$ cat config.mk
export PLATFORM = sky130hd
export DESIGN_NAME = sprite_move_ctrl
export DESIGN_NICKNAME = d
export VERILOG_FILES = /design/src/rtl/sprite_pkg.sv /design/src/rtl/sprite_move_ctrl_btn_sync.sv /design/src/rtl/sprite_move_ctrl.sv
export SDC_FILE = /design/constraint.sdc
export NUM_CORES = 1
export LEC_CHECK = 0
export CORE_AREA = 3 3 76 78
export DETAILED_ROUTE_END_ITERATION = 10
export DIE_AREA = 0 0 79 81
export PLACE_DENSITY = 0.76
export SYNTH_ARGS = -nofsm -noshare
export SYNTH_HDL_FRONTEND = slang
export SYNTH_HIERARCHICAL = 1
export SYNTH_SLANG_ARGS = --single-unit
$ cat constraint.sdc
create_clock -name clk -period 2.3 [get_ports clk]
set_input_delay 0.69 -clock clk [delete_from_list [all_inputs] [get_ports clk]]
set_output_delay 0.69 -clock clk [all_outputs]
set_load 0.01 [all_outputs]
$ cat src/rtl/sprite_pkg.sv
// Shared types and screen constants for the sprite movement controller.
package sprite_pkg;

    typedef enum logic [1:0] {IDLE, SAMPLE, UPDATE, COMMIT} move_state_t;

    localparam int SCREEN_W = 640;
    localparam int SCREEN_H = 480;
    localparam int COORD_W  = 11;

endpackage

$ cat src/rtl/sprite_move_ctrl_btn_sync.sv
// N-bit two-flop synchroniser for asynchronous button inputs, cleared on reset.
module btn_sync #(
    parameter int N = 4
) (
    input  logic         clk,
    input  logic         reset,
    input  logic [N-1:0] din,
    output logic [N-1:0] dout
);

    logic [N-1:0] sync_p0;
    logic [N-1:0] sync_p1;

    always_ff @(posedge clk) begin
        if (reset) begin
            sync_p0 <= '0;
            sync_p1 <= '0;
        end else begin
            sync_p0 <= din;
            sync_p1 <= sync_p0;
        end
    end

    assign dout = sync_p1;

endmodule

$ cat src/rtl/sprite_move_ctrl.sv
// Once-per-frame sprite origin stepper: samples buttons at vblank start and clamps to screen.
module sprite_move_ctrl
    import sprite_pkg::*;
#(
    parameter int H_ACTIVE  = SCREEN_W,
    parameter int V_ACTIVE  = SCREEN_H,
    parameter int SPR_W     = 32,
    parameter int SPR_H     = 16,
    parameter int INIT_X    = 304,
    parameter int INIT_Y    = 232,
    parameter int STEP      = 2,
    parameter int FRAME_DIV = 1
) (
    input  logic               clk,
    input  logic               reset,
    input  logic [COORD_W-1:0] pix_x,
    input  logic [COORD_W-1:0] pix_y,
    input  logic               enable,
    input  logic               btn_left,
    input  logic               btn_right,
    input  logic               btn_up,
    input  logic               btn_down,
    output logic [COORD_W-1:0] pos_x,
    output logic [COORD_W-1:0] pos_y,
    output logic               pos_valid
);

    localparam int CNT_W = (FRAME_DIV > 1) ? $clog2(FRAME_DIV) : 1;
    localparam logic [CNT_W-1:0] CNT_LAST = CNT_W'(FRAME_DIV - 1);
    localparam logic [COORD_W:0] X_MAX  = (COORD_W + 1)'(H_ACTIVE - SPR_W);
    localparam logic [COORD_W:0] Y_MAX  = (COORD_W + 1)'(V_ACTIVE - SPR_H);
    localparam logic [COORD_W:0] STEP_W = (COORD_W + 1)'(STEP);

    move_state_t state, state_next;
    logic [3:0] btn_s;
    logic [3:0] btn_q;
    logic [CNT_W-1:0] frame_cnt;
    logic tick_cond, tick_cond_q, frame_tick;
    logic latch_btn, load_pos;
    logic [COORD_W:0] x_cur, y_cur, x_inc, y_inc;
    logic [COORD_W-1:0] nx, ny;

    btn_sync #(.N(4)) u_btn_sync (
        .clk  (clk),
        .reset(reset),
        .din  ({btn_left, btn_right, btn_up, btn_down}),
        .dout (btn_s)
    );

    // Single-cycle tick on the first cycle of vertical blanking.
    assign tick_cond = (pix_x == '0) && (pix_y == COORD_W'(V_ACTIVE));

    always_ff @(posedge clk) begin
        if (reset) begin
            tick_cond_q <= 1'b0;
            frame_tick  <= 1'b0;
        end else begin
            tick_cond_q <= tick_cond;
            frame_tick  <= tick_cond & ~tick_cond_q;
        end
    end

    always_ff @(posedge clk) begin
        if (reset) state <= IDLE;
        else       state <= state_next;
    end

    always_comb begin
        state_next = state;
        case (state)
            IDLE:    if (frame_tick && enable) state_next = SAMPLE;
            SAMPLE:  state_next = (frame_cnt == CNT_LAST) ? UPDATE : IDLE;
            UPDATE:  state_next = COMMIT;
            COMMIT:  state_next = IDLE;
            default: state_next = IDLE;
        endcase
    end

    always_comb begin
        latch_btn = (state == SAMPLE);
        load_pos  = (state == UPDATE);
        pos_valid = (state == COMMIT);
    end

    // Clamp in one extra bit so a step past either edge can never wrap.
    assign x_cur = {1'b0, pos_x};
    assign y_cur = {1'b0, pos_y};
    assign x_inc = x_cur + STEP_W;
    assign y_inc = y_cur + STEP_W;

    always_comb begin
        nx = pos_x;
        ny = pos_y;
        if (btn_q[2] && !btn_q[3])
            nx = (x_inc > X_MAX) ? COORD_W'(X_MAX) : COORD_W'(x_inc);
        else if (btn_q[3] && !btn_q[2])
            nx = (x_cur < STEP_W) ? '0 : COORD_W'(x_cur - STEP_W);
        if (btn_q[0] && !btn_q[1])
            ny = (y_inc > Y_MAX) ? COORD_W'(Y_MAX) : COORD_W'(y_inc);
        else if (btn_q[1] && !btn_q[0])
            ny = (y_cur < STEP_W) ? '0 : COORD_W'(y_cur - STEP_W);
    end

    always_ff @(posedge clk) begin
        if (latch_btn) btn_q <= btn_s;
    end

    always_ff @(posedge clk) begin
        if (reset) begin
            frame_cnt <= '0;
            pos_x     <= COORD_W'(INIT_X);
            pos_y     <= COORD_W'(INIT_Y);
        end else begin
            if (latch_btn)
                frame_cnt <= (frame_cnt == CNT_LAST) ? '0 : frame_cnt + 1'b1;
            if (load_pos) begin
                pos_x <= nx;
                pos_y <= ny;
            end
        end
    end

endmodule

==> flow_summary.json <==
{
  "hpwl_mm": 5.50,
  "hold-path-endpoint": "frame_tick",
  "layout-drive-gt1-share_pct": 14.8,
  "maxSlewHeadroom_pct": 57.1,
  "max_stage_delay_ns": 0.55,
  "reg2reg_from": "pos_x[1]",
  "startpoint_type": "flip-flop",
  "crit_cells": 2,
  "cts_tree": "built",
  "grtUsageTotal_pct": 23.7,
  "antenna_left": 0,
  "hp-class": "reg -> reg",
  "grtUsageMet2_pct": 38.5,
  "yosysWarnings": 6,
  "synth-xor-area-share_pct": 2.27,
  "grt-ovfl-total": 0,
  "drt_iter0_drc": 327,
  "yosysTopAreaCell": "dfxtp_1",
  "use_met1_pct": 30.9,
  "finalCriticalPeriod_ns": 2.24,
  "hp-start": "tick_cond_q",
  "start_util_pct": 52.5,
  "syn_avg_cell_area_sq_um": 7.82,
  "path_cells": "buf_4, clkdlybuf4s50_1",
  "peakVddDrop_mv": 0.307,
  "synth_fa_ha_area_share_pct": 5.10,
  "skew_ns": 0.00673,
  "fin_ws_ns": 0.0559,
  "synthMuxAreaShare_pct": 1.58,
  "synth-simple-area-share_pct": 30.9,
  "antenna_found_initial": 0,
  "crit_buf_inv": 2,
  "status": "finished, final reports clean",
  "cap_viol_max_count": 0,
  "slew_violations": 0,
  "die-width_um": 79,
  "max_freq_ghz": 0.446,
  "synth_cell_types": 70,
  "synthTopCellsByCount": "dfxtp_1, nor2_1, nand2_1",
  "clk_latency_ns": 0.29,
  "clk_pin_slew_ns": 0.08,
  "cp_top_family": "buffers and inverters",
  "path_class": "reg -> out",
  "synth_top_family_by_area": "simple AND/OR/NAND/NOR gates",
  "synthTopCellsByArea": "dfxtp_1, ha_1, edfxtp_1",
  "vias": 2860,
  "dieArea_sq_um": 6400,
  "grt_first_pass_wirelength_mm": 12.2,
  "hold_violations": 0,
  "tightest_slew_ns": 0.643,
  "worst-path-max-fanout": 7,
  "min_path_cells": 1,
  "cp-end-kind": "output port",
  "coreArea_sq_um": 5140,
  "grt_pass1_vias": 2617,
  "async_flop_share_pct": 0,
  "cp_slowest_cell": "clkdlybuf4s50_1",
  "fin_setup_tns_ns": 0,
  "cts_made_buffers": 5,
  "syn_area_sq_um": 2700,
  "pre_cts_ws_ns": 0.111,
  "r2r_cells": 7,
  "busiest_layer": "met2",
  "ios": 52,
  "p_leak_nw": 1.24,
  "nets": 444,
  "reg2reg_slack_ns": 0.10,
  "clock-sinks": 36,
  "viasPerCell": 6.02,
  "wirelength_mm": 7.42,
  "power_density_nw_per_um2": 348,
  "io_buffers": 49,
  "drcViolationCount": 0,
  "crit_arrival_ns": 1.55,
  "rsz0062_at_grt": "false",
  "worstReg2RegEnd": "pos_x[5]",
  "filler_cell_count": 461,
  "synth_compound_area_share_pct": 25.0,
  "cp.required_ns": 1.61,
  "yosys.area.top_type_share_pct": 23.7,
  "ys_ff_latch": 36,
  "synth_top_flop_cell": "dfxtp_1",
  "clk_path_buf_depth": 2,
  "timing.final.crit_share_pct": 97.6,
  "dr.pass1.iters": 5,
  "ys_seq_area_share_pct": 28.2,
  "antenna_cells": 0,
  "synth-edff-count": 4,
  "rows": 26,
  "h-tree-depth": 2,
  "area_growth_pct": 28.8,
  "grt_use_met3_pct": 5.88,
  "yosysMostFrequentCell": "dfxtp_1",
  "place_congestion": 0.919,
  "wl_per_cell_um": 15.6,
  "die_h_um": 81,
  "setup_viol": 0,
  "synthCells": 345,
  "grt_max_degree": 20,
  "cts-root-buf": "clkbuf_8"
}
## worst register-to-register path: stages, from the launching register on
cell and delay (ns):
dfxtp_1 0.43, inv_1 0.09, ha_1 0.33, or4_1 0.54, nor4_4 0.22, buf_4 0.19, o2111ai_1 0.11, a21o_1 0.19
## stage by stage
step / hold slack, ns / cell area (sq um) / std cells / total power [mW] / util (%)
after floorplan: 0.375 / 2700 / 346 / 0.674 / -
after global placement: 0.383 / 3340 / 466 / 0.728 / 65.0
after detailed placement: 0.388 / 3340 / 466 / 0.730 / 65.0
after CTS: 0.398 / 3440 / 474 / 1.21 / 66.9
after global routing: 0.416 / 3470 / 475 / 1.24 / 67.6
final: 0.394 / 3470 / 475 / 1.21 / 67.6
## cell type report
type	count	area [sq um]	share of cell area, %
multi-input combinational	273	1780	51.3
sequential	36	762	21.9
timing repair buffer	78	708	20.4
tap	70	87.6	2.52
clock buffer	6	82.6	2.38
inverter	10	37.5	1.08
clock inverter	2	13.8	0.396
## report_power, final
part / switching (mW) / internal (mW) / total, mW
combinational: 0.0226 / 0.0512 / 0.0738
sequential: 0.00128 / 0.640 / 0.641
clock: 0.249 / 0.245 / 0.494
## routing by layer
| metal | up-vias | part of all wire, % |
|---|---|---|
| li1 | 1400 | - |
| met1 | 1301 | 46 |
| met2 | 139 | 45 |
| met3 | 20 | 7.3 |
| met4 | 0 | 2.1 |
| met5 | - | 0 |
## cells by family after synthesis
group | count (synthesis)
flops | 36
mux | 4
compound gates | 98
buf+inv | 37
simple gates | 151
fa+ha+maj | 11
other cells | 1
xor+xnor | 7
## worst max path at each step
stage / startpoint / slack [ns] / to
6_report: pos_x[4] / 0.06 / pos_x[4]
5_1_grt: pos_y[4] / 0.002 / pos_y[3]
4_1_cts: pos_y[1] / 0.009 / pos_y[8]
3_5_place_dp: pos_x[1] / 0.11 / pos_x[7]
3_3_place_gp: pos_x[1] / 0.16 / pos_x[5]
2_1_floorplan: pos_x[1] / 0.17 / pos_x[5]
## cells in the final DEF, fill, tap and decap left out, types with 6 or more instances in the layout
master and n:
ha_1 10, nor2b_1 13, o2111ai_1 6, inv_1 10, nor3_1 13, nand2_1 27, dfxtp_1 31, nor2_1 28
a21oi_1 18, buf_4 29, clkbuf_8 6, nand3_1 20, a31oi_1 10, clkdlybuf4s50_1 49, o21ai_0 20, or3_1 6
## timing repair
item                                    in CTS  in global routing
pin swaps                                    0                  1
gates cloned                                 0                  0
endpoints found under the setup margin       1                 11
resized for setup                            1                  6
setup buffers                                0                  1
hold buffers                                 0                  0
## state kept, by name (all words and copies together) (netlist names)
register            flops
u_btn_sync/sync_p0      4
pos_x                  10
pos_y                  10
tick_cond_q             1
frame_tick              1
btn_q                   4
u_btn_sync/dout         4
state                   2
Power figures use the tool's default switching activity.
